$ cat src/rtl/axi_stream_header_arbiter.sv
// axi_stream_header_arbiter
// Packet-atomic arbiter that shares one header-insertion datapath between
// NUM_SRC requesters. A source requests when both its header and its first
// payload beat are pending; the winner owns the master stream/header pair
// until its last beat is accepted, then one IDLE cycle follows.
//
// Build option: define ARB_FIXED_PRIO_EN to replace round-robin with fixed
// priority (lowest index wins); the round-robin pointer then does not exist.
module axi_stream_header_arbiter #(
  parameter int DATA_WD      = 32,
  parameter int DATA_BYTE_WD = DATA_WD / 8,
  parameter int NUM_SRC      = 4,
  parameter int ID_WD        = 2
) (
  input  logic                            clk,
  input  logic                            rst,
  input  logic [NUM_SRC-1:0]              s_valid,
  input  logic [NUM_SRC*DATA_WD-1:0]      s_data,
  input  logic [NUM_SRC*DATA_BYTE_WD-1:0] s_keep,
  input  logic [NUM_SRC-1:0]              s_last,
  output logic [NUM_SRC-1:0]              s_ready,
  input  logic [NUM_SRC-1:0]              s_hdr_valid,
  input  logic [NUM_SRC*DATA_WD-1:0]      s_hdr_data,
  input  logic [NUM_SRC*DATA_BYTE_WD-1:0] s_hdr_keep,
  output logic [NUM_SRC-1:0]              s_hdr_ready,
  output logic                            m_valid,
  output logic [DATA_WD-1:0]              m_data,
  output logic [DATA_BYTE_WD-1:0]         m_keep,
  output logic                            m_last,
  input  logic                            m_ready,
  output logic                            m_hdr_valid,
  output logic [DATA_WD-1:0]              m_hdr_data,
  output logic [DATA_BYTE_WD-1:0]         m_hdr_keep,
  input  logic                            m_hdr_ready,
  output logic                            grant_valid,
  output logic [ID_WD-1:0]                grant_id,
  output logic                            pkt_done
);

  localparam logic [0:0] ST_IDLE = 1'b0;
  localparam logic [0:0] ST_BUSY = 1'b1;

  logic [0:0]       state_q, state_d;
  logic [ID_WD-1:0] grant_id_q, grant_id_d;
  logic             hdr_done_q, hdr_done_d;
  logic             pkt_done_q, pkt_done_d;
`ifndef ARB_FIXED_PRIO_EN
  logic [ID_WD-1:0] rr_q, rr_d;
`endif

  logic [NUM_SRC-1:0] req;
  assign req = s_valid & s_hdr_valid;

  // Selected source's channels, picked by the registered grant index.
  logic                    sel_valid, sel_last, sel_hdr_valid;
  logic [DATA_WD-1:0]      sel_data, sel_hdr_data;
  logic [DATA_BYTE_WD-1:0] sel_keep, sel_hdr_keep;

  // Mux the granted source onto the sel_* bus.
  always_comb begin
    // NOTE: every combinational output gets a default first so no path
    // leaves it unassigned, which would otherwise infer a latch.
    sel_valid     = 1'b0;
    sel_last      = 1'b0;
    sel_hdr_valid = 1'b0;
    sel_data      = '0;
    sel_hdr_data  = '0;
    sel_keep      = '0;
    sel_hdr_keep  = '0;
    for (int i = 0; i < NUM_SRC; i++) begin
      if (grant_id_q == ID_WD'(i)) begin
        sel_valid     = s_valid[i];
        sel_last      = s_last[i];
        sel_hdr_valid = s_hdr_valid[i];
        sel_data      = s_data[i*DATA_WD +: DATA_WD];
        sel_keep      = s_keep[i*DATA_BYTE_WD +: DATA_BYTE_WD];
        sel_hdr_data  = s_hdr_data[i*DATA_WD +: DATA_WD];
        sel_hdr_keep  = s_hdr_keep[i*DATA_BYTE_WD +: DATA_BYTE_WD];
      end
    end
  end

  logic             pick_found;
  logic [ID_WD-1:0] pick_id;

  // Choose the next winner among current requesters.
  always_comb begin
    pick_found = 1'b0;
    pick_id    = '0;
`ifdef ARB_FIXED_PRIO_EN
    for (int i = 0; i < NUM_SRC; i++) begin
      if (!pick_found && req[i]) begin
        pick_found = 1'b1;
        pick_id    = ID_WD'(i);
      end
    end
`else
    // First pass: indices at or after the pointer; second pass wraps around.
    for (int i = 0; i < NUM_SRC; i++) begin
      if (!pick_found && req[i] && (ID_WD'(i) >= rr_q)) begin
        pick_found = 1'b1;
        pick_id    = ID_WD'(i);
      end
    end
    for (int i = 0; i < NUM_SRC; i++) begin
      if (!pick_found && req[i] && (ID_WD'(i) < rr_q)) begin
        pick_found = 1'b1;
        pick_id    = ID_WD'(i);
      end
    end
`endif
  end

  logic hdr_hs, last_hs;

  // FSM next state, handshake steering and master-side outputs.
  always_comb begin
    state_d     = state_q;
    grant_id_d  = grant_id_q;
    hdr_done_d  = hdr_done_q;
    pkt_done_d  = 1'b0;
`ifndef ARB_FIXED_PRIO_EN
    rr_d        = rr_q;
`endif
    s_ready     = '0;
    s_hdr_ready = '0;
    m_valid     = 1'b0;
    m_data      = '0;
    m_keep      = '0;
    m_last      = 1'b0;
    m_hdr_valid = 1'b0;
    m_hdr_data  = '0;
    m_hdr_keep  = '0;
    grant_valid = 1'b0;
    hdr_hs      = 1'b0;
    last_hs     = 1'b0;

    case (state_q)
      ST_IDLE: begin
        hdr_done_d = 1'b0;
        if (pick_found) begin
          grant_id_d = pick_id;
          state_d    = ST_BUSY;
        end
      end

      ST_BUSY: begin
        grant_valid = 1'b1;
        // Header goes out once, alongside the first beat.
        m_hdr_valid = sel_hdr_valid & ~hdr_done_q;
        if (m_hdr_valid) begin
          m_hdr_data = sel_hdr_data;
          m_hdr_keep = sel_hdr_keep;
        end
        // First beat waits for its header so the inserter sees both together.
        m_valid = sel_valid & (hdr_done_q | sel_hdr_valid);
        if (m_valid) begin
          m_data = sel_data;
          m_keep = sel_keep;
          m_last = sel_last;
        end
        for (int i = 0; i < NUM_SRC; i++) begin
          if (grant_id_q == ID_WD'(i)) begin
            s_ready[i]     = m_ready & (hdr_done_q | m_hdr_ready);
            s_hdr_ready[i] = m_hdr_ready & ~hdr_done_q;
          end
        end

        hdr_hs  = m_hdr_valid & m_hdr_ready;
        last_hs = m_valid & m_ready & m_last;

        if (last_hs) begin
          state_d    = ST_IDLE;
          pkt_done_d = 1'b1;
          hdr_done_d = 1'b0;
`ifndef ARB_FIXED_PRIO_EN
          rr_d = (grant_id_q == ID_WD'(NUM_SRC - 1)) ? '0 : grant_id_q + ID_WD'(1);
`endif
        end else if (hdr_hs) begin
          hdr_done_d = 1'b1;
        end
      end

      default: state_d = ST_IDLE;
    endcase
  end

  assign grant_id = grant_id_q;
  assign pkt_done = pkt_done_q;

  // State registers with synchronous reset; reset abandons any packet.
  always_ff @(posedge clk) begin
    // NOTE: non-blocking assignments keep every flop sampling pre-edge values.
    if (rst) begin
      state_q    <= ST_IDLE;
      grant_id_q <= '0;
      hdr_done_q <= 1'b0;
      pkt_done_q <= 1'b0;
`ifndef ARB_FIXED_PRIO_EN
      rr_q       <= '0;
`endif
    end else begin
      state_q    <= state_d;
      grant_id_q <= grant_id_d;
      hdr_done_q <= hdr_done_d;
      pkt_done_q <= pkt_done_d;
`ifndef ARB_FIXED_PRIO_EN
      rr_q       <= rr_d;
`endif
    end
  end

endmodule

$ cat config.mk
export PLATFORM = sky130hd
export DESIGN_NAME = axi_stream_header_arbiter
export DESIGN_NICKNAME = d
export VERILOG_FILES = /design/src/rtl/axi_stream_header_arbiter.sv
export SDC_FILE = /design/constraint.sdc
export NUM_CORES = 1
export LEC_CHECK = 0
export ABC_AREA = 1
export BUFFER_PORTS_ARGS = -buffer_cell sky130_fd_sc_hd__buf_2
export CAP_MARGIN = 20
export CORE_AREA = 5 5 149 151
export CTS_BUF_LIST = sky130_fd_sc_hd__clkbuf_16
export CTS_CLUSTER_SIZE = 20
export DETAILED_ROUTE_END_ITERATION = 10
export DIE_AREA = 0 0 154 156
export GPL_TIMING_DRIVEN = 0
export SYNTH_ARGS = -nofsm -noshare
export SYNTH_HDL_FRONTEND = slang
export SYNTH_SLANG_ARGS = --single-unit
$ cat constraint.sdc
create_clock -name clk -period 5.76 [get_ports clk]
set_clock_uncertainty 0.15 [all_clocks]
set_input_delay 1.152 -clock clk [delete_from_list [all_inputs] [get_ports clk]]
set_output_delay 1.152 -clock clk [all_outputs]
set_load 0.02 [all_outputs]
==> results of run 1 <==
==> Yosys cell counts <==
master                     number
sky130_fd_sc_hd__nor2_2         1
sky130_fd_sc_hd__o211ai_1      49
sky130_fd_sc_hd__ha_1           4
sky130_fd_sc_hd__and3_1         1
sky130_fd_sc_hd__buf_6          1
sky130_fd_sc_hd__buf_1          4
sky130_fd_sc_hd__nand2_1      127
sky130_fd_sc_hd__dfxtp_1        7
sky130_fd_sc_hd__buf_2         25
sky130_fd_sc_hd__nand3_1       10
sky130_fd_sc_hd__nor3_1        10
sky130_fd_sc_hd__a21oi_1       80
sky130_fd_sc_hd__inv_1         15
sky130_fd_sc_hd__a22oi_1       72
sky130_fd_sc_hd__nor2_4         1
sky130_fd_sc_hd__a21oi_2        1
sky130_fd_sc_hd__inv_2          1
sky130_fd_sc_hd__nor2_1        37
sky130_fd_sc_hd__clkbuf_1      25
sky130_fd_sc_hd__o21ai_0       53
sky130_fd_sc_hd__nand3_2        1
sky130_fd_sc_hd__or2_2          1
==> cell type report <==
cell class                 instances  share of cell area (%)
clock inverter                     1                  0.0721
tap                              275                    6.61
buffer                            55                    4.71
timing repair buffer             390                    37.5
clock buffer                       3                    1.44
multi-input combinational        448                    45.9
sequential                         7                    2.69
inverter                          16                    1.15
==> cell usage in the layout, fill, tap and decap left out, types with 7 or more instances in the layout <==
cell                       Yosys  routed
sky130_fd_sc_hd__a22oi_1      72      72
sky130_fd_sc_hd__clkbuf_1     25      25
sky130_fd_sc_hd__buf_2        25     415
sky130_fd_sc_hd__inv_1        15      16
sky130_fd_sc_hd__nand3_1      10      10
sky130_fd_sc_hd__nor2_1       37      37
sky130_fd_sc_hd__nand2_1     127     127
sky130_fd_sc_hd__nor3_1       10      10
sky130_fd_sc_hd__o21ai_0      53      53
sky130_fd_sc_hd__dfxtp_1       7       7
sky130_fd_sc_hd__o211ai_1     49      49
sky130_fd_sc_hd__a21oi_1      80      80
==> worst max-delay path, stage by stage (launching register included) <==
cell and delay [ps]:
sky130_fd_sc_hd__dfxtp_1 380, sky130_fd_sc_hd__inv_1 100, sky130_fd_sc_hd__ha_1 260, sky130_fd_sc_hd__nor2_2 630, sky130_fd_sc_hd__buf_2 390, sky130_fd_sc_hd__a22oi_1 190
sky130_fd_sc_hd__o21ai_0 170, sky130_fd_sc_hd__o21ai_0 140, sky130_fd_sc_hd__nor2_1 120, sky130_fd_sc_hd__buf_2 180
==> layer usage <==
layer  part of all wire, %  wire length [µm]  track usage (%)  up-vias
met3                   8.2              1780             3.50       33
met5                  0.16                34                0        -
li1                      -                 -                -     2707
met2                    48             10500             28.1      318
met4                   1.6               345             2.44        6
met1                    42              9090             21.0     2584
==> cell families after synthesis <==
logic type	synth area share [%]
AOI/OAI and AO/OA	55.8
adders and majority gates	1.77
buffers and inverters	10.8
DFF	4.94
and+or+nand+nor	26.7
==> sequential cells by signal, summed over array words and instances (netlist names) <==
signal / flops
grant_id: 2
rr_q: 2
hdr_done_q: 1
pkt_done: 1
state_q: 1
==> stage by stage <==
| stage | worst slack [ps] | util [%] | total power [µW] | hold slack [ps] |
|---|---|---|---|---|
| 2_1_floorplan | 2320 | - | 435 | 326 |
| 3_3_place_gp | 1760 | 24.8 | 701 | 354 |
| 3_5_place_dp | 1770 | 24.8 | 706 | 364 |
| 4_1_cts | 1540 | 25.2 | 825 | 374 |
| 5_1_grt | 1350 | 25.2 | 896 | 409 |
| 6_report | 1660 | 25.2 | 821 | 368 |
==> how the worst max path moves through the flow <==
stage	from	cells past startpoint	slack, ps	endpoint
global placement	s_hdr_valid[0]	9	1760	m_hdr_data[28]
CTS	grant_id[1]$_SDFFE_PP0P_	9	1540	m_hdr_data[31]
global route	grant_id[0]$_SDFFE_PP0P_	10	1350	m_hdr_data[31]
detailed placement	s_hdr_valid[0]	9	1770	m_hdr_data[28]
floorplan	s_hdr_valid[0]	7	2320	m_hdr_data[21]
finish	grant_id[1]$_SDFFE_PP0P_	9	1660	m_hdr_data[31]
==> power groups by stage <==
| stage | registers (µW) | logic [µW] | clock network [µW] |
|---|---|---|---|
| 6_report | 56.8 | 648 | 116 |
| 5_1_grt | 57.3 | 716 | 123 |
| 4_1_cts | 56.6 | 651 | 118 |
| 3_5_place_dp | 57.3 | 648 | 0 |
| 3_3_place_gp | 57.4 | 643 | 0 |
| 2_1_floorplan | 59.3 | 375 | 0 |
==> results list, run 1 <==
* Setup Crit Path Kind: reg2out
- In this run the horizontal extent of the chip is 154 µm.
- Endpoint class of the critical path: primary output
- Number of levels in the clock H-tree: 1
- The root buffer cell chosen for the clock tree is sky130_fd_sc_hd__clkbuf_16.
- In this run the worst path has a maximum fanout of 10.
- Hold buffers post-CTS: 0
- CORE AREA: a little over 20000 µm²
- After clock tree synthesis, the repair step resized 0 gates.
- The share of the Yosys chip area taken by registers is 4.94%.
- After the last flow step, the layout net total stands at ~1200.
- Dominant cells by area after synthesis: sky130_fd_sc_hd__a22oi_1 19%, sky130_fd_sc_hd__nand2_1 17%, sky130_fd_sc_hd__a21oi_1 14%
* Number of standard cells in the final layout excluding fillers: between 1000 and 1500
- Row generation in the floorplan step produced 53 rows.
* Number of inserted filler cells in the final layout: 2434
* Clock latency of the later-clocked register in the worst-skew pair: 230 ps
- Clock-pin slew was measured on the worst setup and hold paths at 40 ps.
* Data arrival time of the critical path: roughly 2800 ps
- Cell internal power was estimated by the tool at 392 µW.
* Die Y-Extent: 156 µm
- Source of the worst hold timing path: rr_q[0]$_SDFFE_PP0P_
* Depth of the worst register-to-register path: 10
- The Yosys step of the flow raised 0 warnings.
- Count of input and output buffers: 390
- Synth-to-Final Area Change: 83.8%
- The number of antenna diodes in the final layout is 0.
- Setup slack of the most critical reg-to-reg path: roughly 3300 ps
* Count of different cell masters after synthesis: 22
- The worst register-to-register path ends at state_q$_SDFF_PP0_.
* Vias: 5648
- Number of cells on the worst hold path: 2
- Antenna-violating nets left: 0
- The worst register-to-register path begins at grant_id[1]$_SDFFE_PP0P_.
- Multi-input gate area: 2390 µm²
- Cells after Synth: approximately 530
* Global-route wire length before repair: 31300 µm
- Switching power total: 429 µW
* Max transition margin: 44.3%
- Final HPWL DP: roughly 18000 µm
- TritonCTS built the clock tree.
- Final standard cell area without fillers: 5210 µm²
- Maximum root-to-sink buffer count: 2
- The sequential cells in the finished layout cover a total of 140 µm².
* Routed length per instance: 18.2 µm
* Largest area contributor in the netlist: sky130_fd_sc_hd__a22oi_1
- After detailed placement, the total cell area comes to about 5000 µm².
- Avg Inst Size Synth: roughly 5.4 µm²
- STA classifies the critical path startpoint as a register.
* Synth top area share: approximately a fifth
- Number of hold violations in the final report: 0
- Post-CTS timing repair inserted 0 buffers for setup.
* Share of cells above drive strength 1: 46.2%
- Vias in the first global route: 5573
* Die Outline Area: 24000 µm²
- The synthesized design contains 7 register bits.
- Highest attainable clock frequency: 244 MHz
- For this block, the routed nets add up to 21700 µm of wire.
- The number of placed instances, taps included, is 1191.
* Max Cap Viol: 0
- Share of total power in combinational logic: 78.9%
- Post-Syn Nets: 834
- Final worst path period need: between 4000 and 5000 ps
* Setup repair after global routing missed its margin: false
* Sequential group share of total power: 6.9%
- All-layer global routing usage: 16.2%
- The tightest min-delay check is of the reg2reg type.
- The analysis attributes to cell leakage a power of 0.00284 µW.
- At the worst endpoint, the required time is roughly 4500 ps.
- GRT overflow: 0
- For hold timing, the worst endpoint is rr_q[0]$_SDFFE_PP0P_.
- Net switching is a little over half of the power.
- Transition time of the tightest slew-check pin: 836 ps
- The mapped netlist covers 2830 µm².
- In this run, the number of DRC markers left after iteration 0 of detailed routing was 470.
- Detailed-router iteration count before antenna repair: 6
- Setup violations remaining at the end of the flow were counted as 0.
* Number of antenna violations at the first check in global routing: 4
- Worst supply voltage drop on vdd: 189 µV
* Aggregate negative setup slack: 0 ps
- In the routed design, unresolved DRC markers number 0.
- Final estimated routing congestion in global placement: between 0.9 and 1
- Starting utilization of the core area: 13.7%
- The run finished with clean final reports.
- The number of max-slew violations in the final report was 0.
* Clk sinks: 7
- Number of top-level pins: between 300 and 400
- The number of clock buffers added by TritonCTS is 3.
- Entering global routing, the biggest net connects 11 pins.
- Pwr Density: 158 nW/µm²
- After detailed routing, the number of vias per cell comes to 4.73.
- Clock network power share: 14.2%
- After layout, the worst path uses 71.2% of the clock period.
Note: power is estimated with default switching activity, not from simulation.
==> run 2, diff against run 1 <==
- CORE_AREA: 5 5 149 151 -> 5 5 147 149
- DIE_AREA: 0 0 154 156 -> 0 0 152 154
- clock period: 5.76 -> 3.3 ns (I/O delays scaled with it)
==> run 2 against run 1 <==
Flip-flop and latch count did not move. Core utilization up 1.3 points. Die area decreased by 2.6%. Critical path type unchanged. Clock power increased by 78%.
==> results list, run 2 (synthesis results as in run 1) <==
* Antenna-violating nets left: 0 (unchanged)
- The number of max-slew violations in the final report is 0 (unchanged).
* Worst Setup Start Kind: register
- The number of vias per cell after detailed routing came to 4.74 (+0.25%).
- The min-delay analysis places its worst path in the category reg2reg.
- The wire length of the first global-routing pass was 31400 µm (+0.15%).
- Data arrival time of the critical path: 2400 ps (-400 ps)
- The total power draw was 1480 µW (+81%).
- The power per standard cell area was 279 nW/µm² (+77%).
- The final RePlAce weighted congestion came to 0.921 (-1.1%).
- Setup slack of the most critical reg-to-reg path: 1080 ps (-2170 ps)
- Number of top-level pins: 391 (unchanged)
* Number of antenna violations at the first check in global routing: 1 (-3)
- Endpoint class of the critical path: primary output
- Max transition margin: 63.8% (+19 points)
- Die Outline Area: 23400 µm² (-2.6%)
- The pre-CTS setup slack came to -31.5 ps (-1800 ps).
- The clock edge transition at the registers on the reported setup and hold paths came to 40 ps (about the same).
* Clock latency of the later-clocked register in the worst-skew pair: 230 ps (about the same)
* Number of inserted filler cells in the final layout: 2329 (-4.3%)
* Worst supply voltage drop on vdd: 238 µV (+26%)
- The layout cell share with drive strength beyond 1 came to 48.5% (+2.3 points).
* Depth of the worst register-to-register path: 12 (+2)
- Number of clock buffers inserted by TritonCTS: 3 (unchanged)
- CTS tree: done
* Vias in the first global route: 5450 (-2.2%)
* Largest net degree at the start of global routing: 11 (unchanged)
- The number of H-tree levels was 1 (unchanged).
- The first-pass iteration count of the detailed router is 7 (+1).
- Data required time at the worst endpoint: 2490 ps (-1970 ps)
* Final standard cell area without fillers: 5310 µm² (+1.9%)
- Leakage power of the design: 0.00292 µW (+2.9%)
- All-layer global routing usage: 16.7% (+0.51 points)
- The final-report hold violation count came to 0 (unchanged).
- Highest attainable clock frequency: 311 MHz
* DRT Wirelength: 21900 µm (+0.65%)
- The standard cell area after detailed placement came to 5120 µm² (-0.12%).
* Clk sinks: 7 (unchanged)
- The max-capacitance violation count came to 0 (unchanged).
- Multi-input gate area: 2410 µm² (+1.0%)
- CORE AREA: 20000 µm² (-3.1%)
- Most used cells in the layout excluding fill and tap cells: 411 x sky130_fd_sc_hd__buf_2, 127 x sky130_fd_sc_hd__nand2_1, 80 x sky130_fd_sc_hd__a21oi_1, 72 x sky130_fd_sc_hd__a22oi_1, 53 x sky130_fd_sc_hd__o21ai_0
- R2r endpoint: state_q$_SDFF_PP0_
- The number of placement rows is 52 (-1.9%).
- The root buffer cell chosen for the clock tree is sky130_fd_sc_hd__clkbuf_16.
- Worst hold margin: 376 ps (+8.35 ps)
- The cell depth of the worst hold path is 2 (unchanged).
- CP max FO: 10 (unchanged)
- The maximum number of buffers from clock root to sink is 2 (unchanged).
* Count of input and output buffers: 390 (unchanged)
* Final nets: 1233 (+0.33%)
* Starting utilization of the core area: 14.1% (+0.44 points)
- The average wire per cell in the routed design came to 18.3 µm (+0.65%).
* Footprint of the flip-flops and latches: 140 µm² (unchanged)
- Die width: 152 µm (-1.3%)
* Setup Crit Path Kind: reg2out
- The worst path uses 97.4% of the clock period.
* Source of the worst hold timing path: rr_q[0]$_SDFFE_PP0P_
- The final HPWL from detailed placement came to 18200 µm (-0.88%).
- The path with the worst hold slack has its endpoint at rr_q[0]$_SDFFE_PP0P_.
- Synth-to-Final Area Change: 87.3%
- The residual DRC count is 0 (unchanged).
- Setup repair after global routing missed its margin: true
- Worst flop-to-flop path startpoint: grant_id[0]$_SDFFE_PP0P_
- Final worst path period need: 3210 ps
* Number of DRC markers in iteration 0: 522 (+11%)
- Result of the run: completed
- The library cell used most frequently in the layout, excluding fill and tap cells, is sky130_fd_sc_hd__buf_2.
- The actual transition at the worst max-transition pin was 543 ps (-292 ps).
- GRT overflow: 0 (unchanged)
* Final setup slack of the worst path: 86.6 ps (-1570 ps)
* Final setup violation count: 0 (unchanged)
* Die Y-Extent: 154 µm (-1.3%)
- The number of vias in the routed layout was 5662 (+0.25%).
run 2: area by class of cell:
cell class,instances,area share (%)
Multi-Input combinational cell,448,45.5
Timing Repair Buffer,394,37.6
Tap cell,270,6.36
Buffer,55,5.28
Sequential cell,7,2.64
Clock buffer,3,1.41
Inverter,16,1.13
Clock inverter,1,0.0707
Antenna cell,1,0.0471
run 2: how the worst max path moves through the flow:
stage,startpoint,end,slack (ps),depth (start not counted)
3_5_place_dp,grant_id[0]$_SDFFE_PP0P_,m_hdr_data[10],-30,11
2_1_floorplan,grant_id[0]$_SDFFE_PP0P_,m_hdr_data[21],550,10
3_3_place_gp,grant_id[0]$_SDFFE_PP0P_,m_hdr_data[12],-90,11
4_1_cts,grant_id[0]$_SDFFE_PP0P_,m_data[4],0.9,7
6_report,grant_id[0]$_SDFFE_PP0P_,m_data[4],90,11
5_1_grt,grant_id[0]$_SDFFE_PP0P_,m_data[12],-70,9
run 2: report_power, final:
part	internal [µW]	switching, µW	leakage, µW
clock network	158	49.1	0.0000423
logic	466	709	0.00282
registers	90.9	9.14	0.0000572
run 2: per-layer routing:
layer  global-route usage (%)  share of wire (%)  wire, µm
met1                     22.6                 43      9330
met3                     2.70                7.5      1650
met5                        0                  0         0
met4                     3.81                2.1       461
met2                     27.9                 48     10400
run 2: critical path, stage by stage, from the launching register on:
cell	delay (ps)
sky130_fd_sc_hd__dfxtp_1	410
sky130_fd_sc_hd__inv_1	110
sky130_fd_sc_hd__ha_1	240
sky130_fd_sc_hd__inv_1	160
sky130_fd_sc_hd__nor2_4	70
sky130_fd_sc_hd__buf_4	170
sky130_fd_sc_hd__buf_2	190
sky130_fd_sc_hd__a22oi_1	270
sky130_fd_sc_hd__nand2_1	90
sky130_fd_sc_hd__o211ai_1	180
sky130_fd_sc_hd__a21oi_1	110
sky130_fd_sc_hd__buf_2	180
run 2: what timing repair did:
item / 4_1_cts / 5_1_grt
hold buffers: 0 / 0
gates resized for setup: 11 / 29
buffers inserted: 0 / 4
endpoints found under the setup margin: 73 / 60
pin swaps: 0 / 1
run 2: stage by stage:
step | util, % | cells | TNS (ps)
finish | 26.5 | 1195 | 0
global placement | 25.6 | 1186 | -187
detailed placement | 25.6 | 1186 | -92.2
CTS | 26.1 | 1190 | 0
global route | 26.5 | 1195 | -544
floorplan | - | 526 | 0
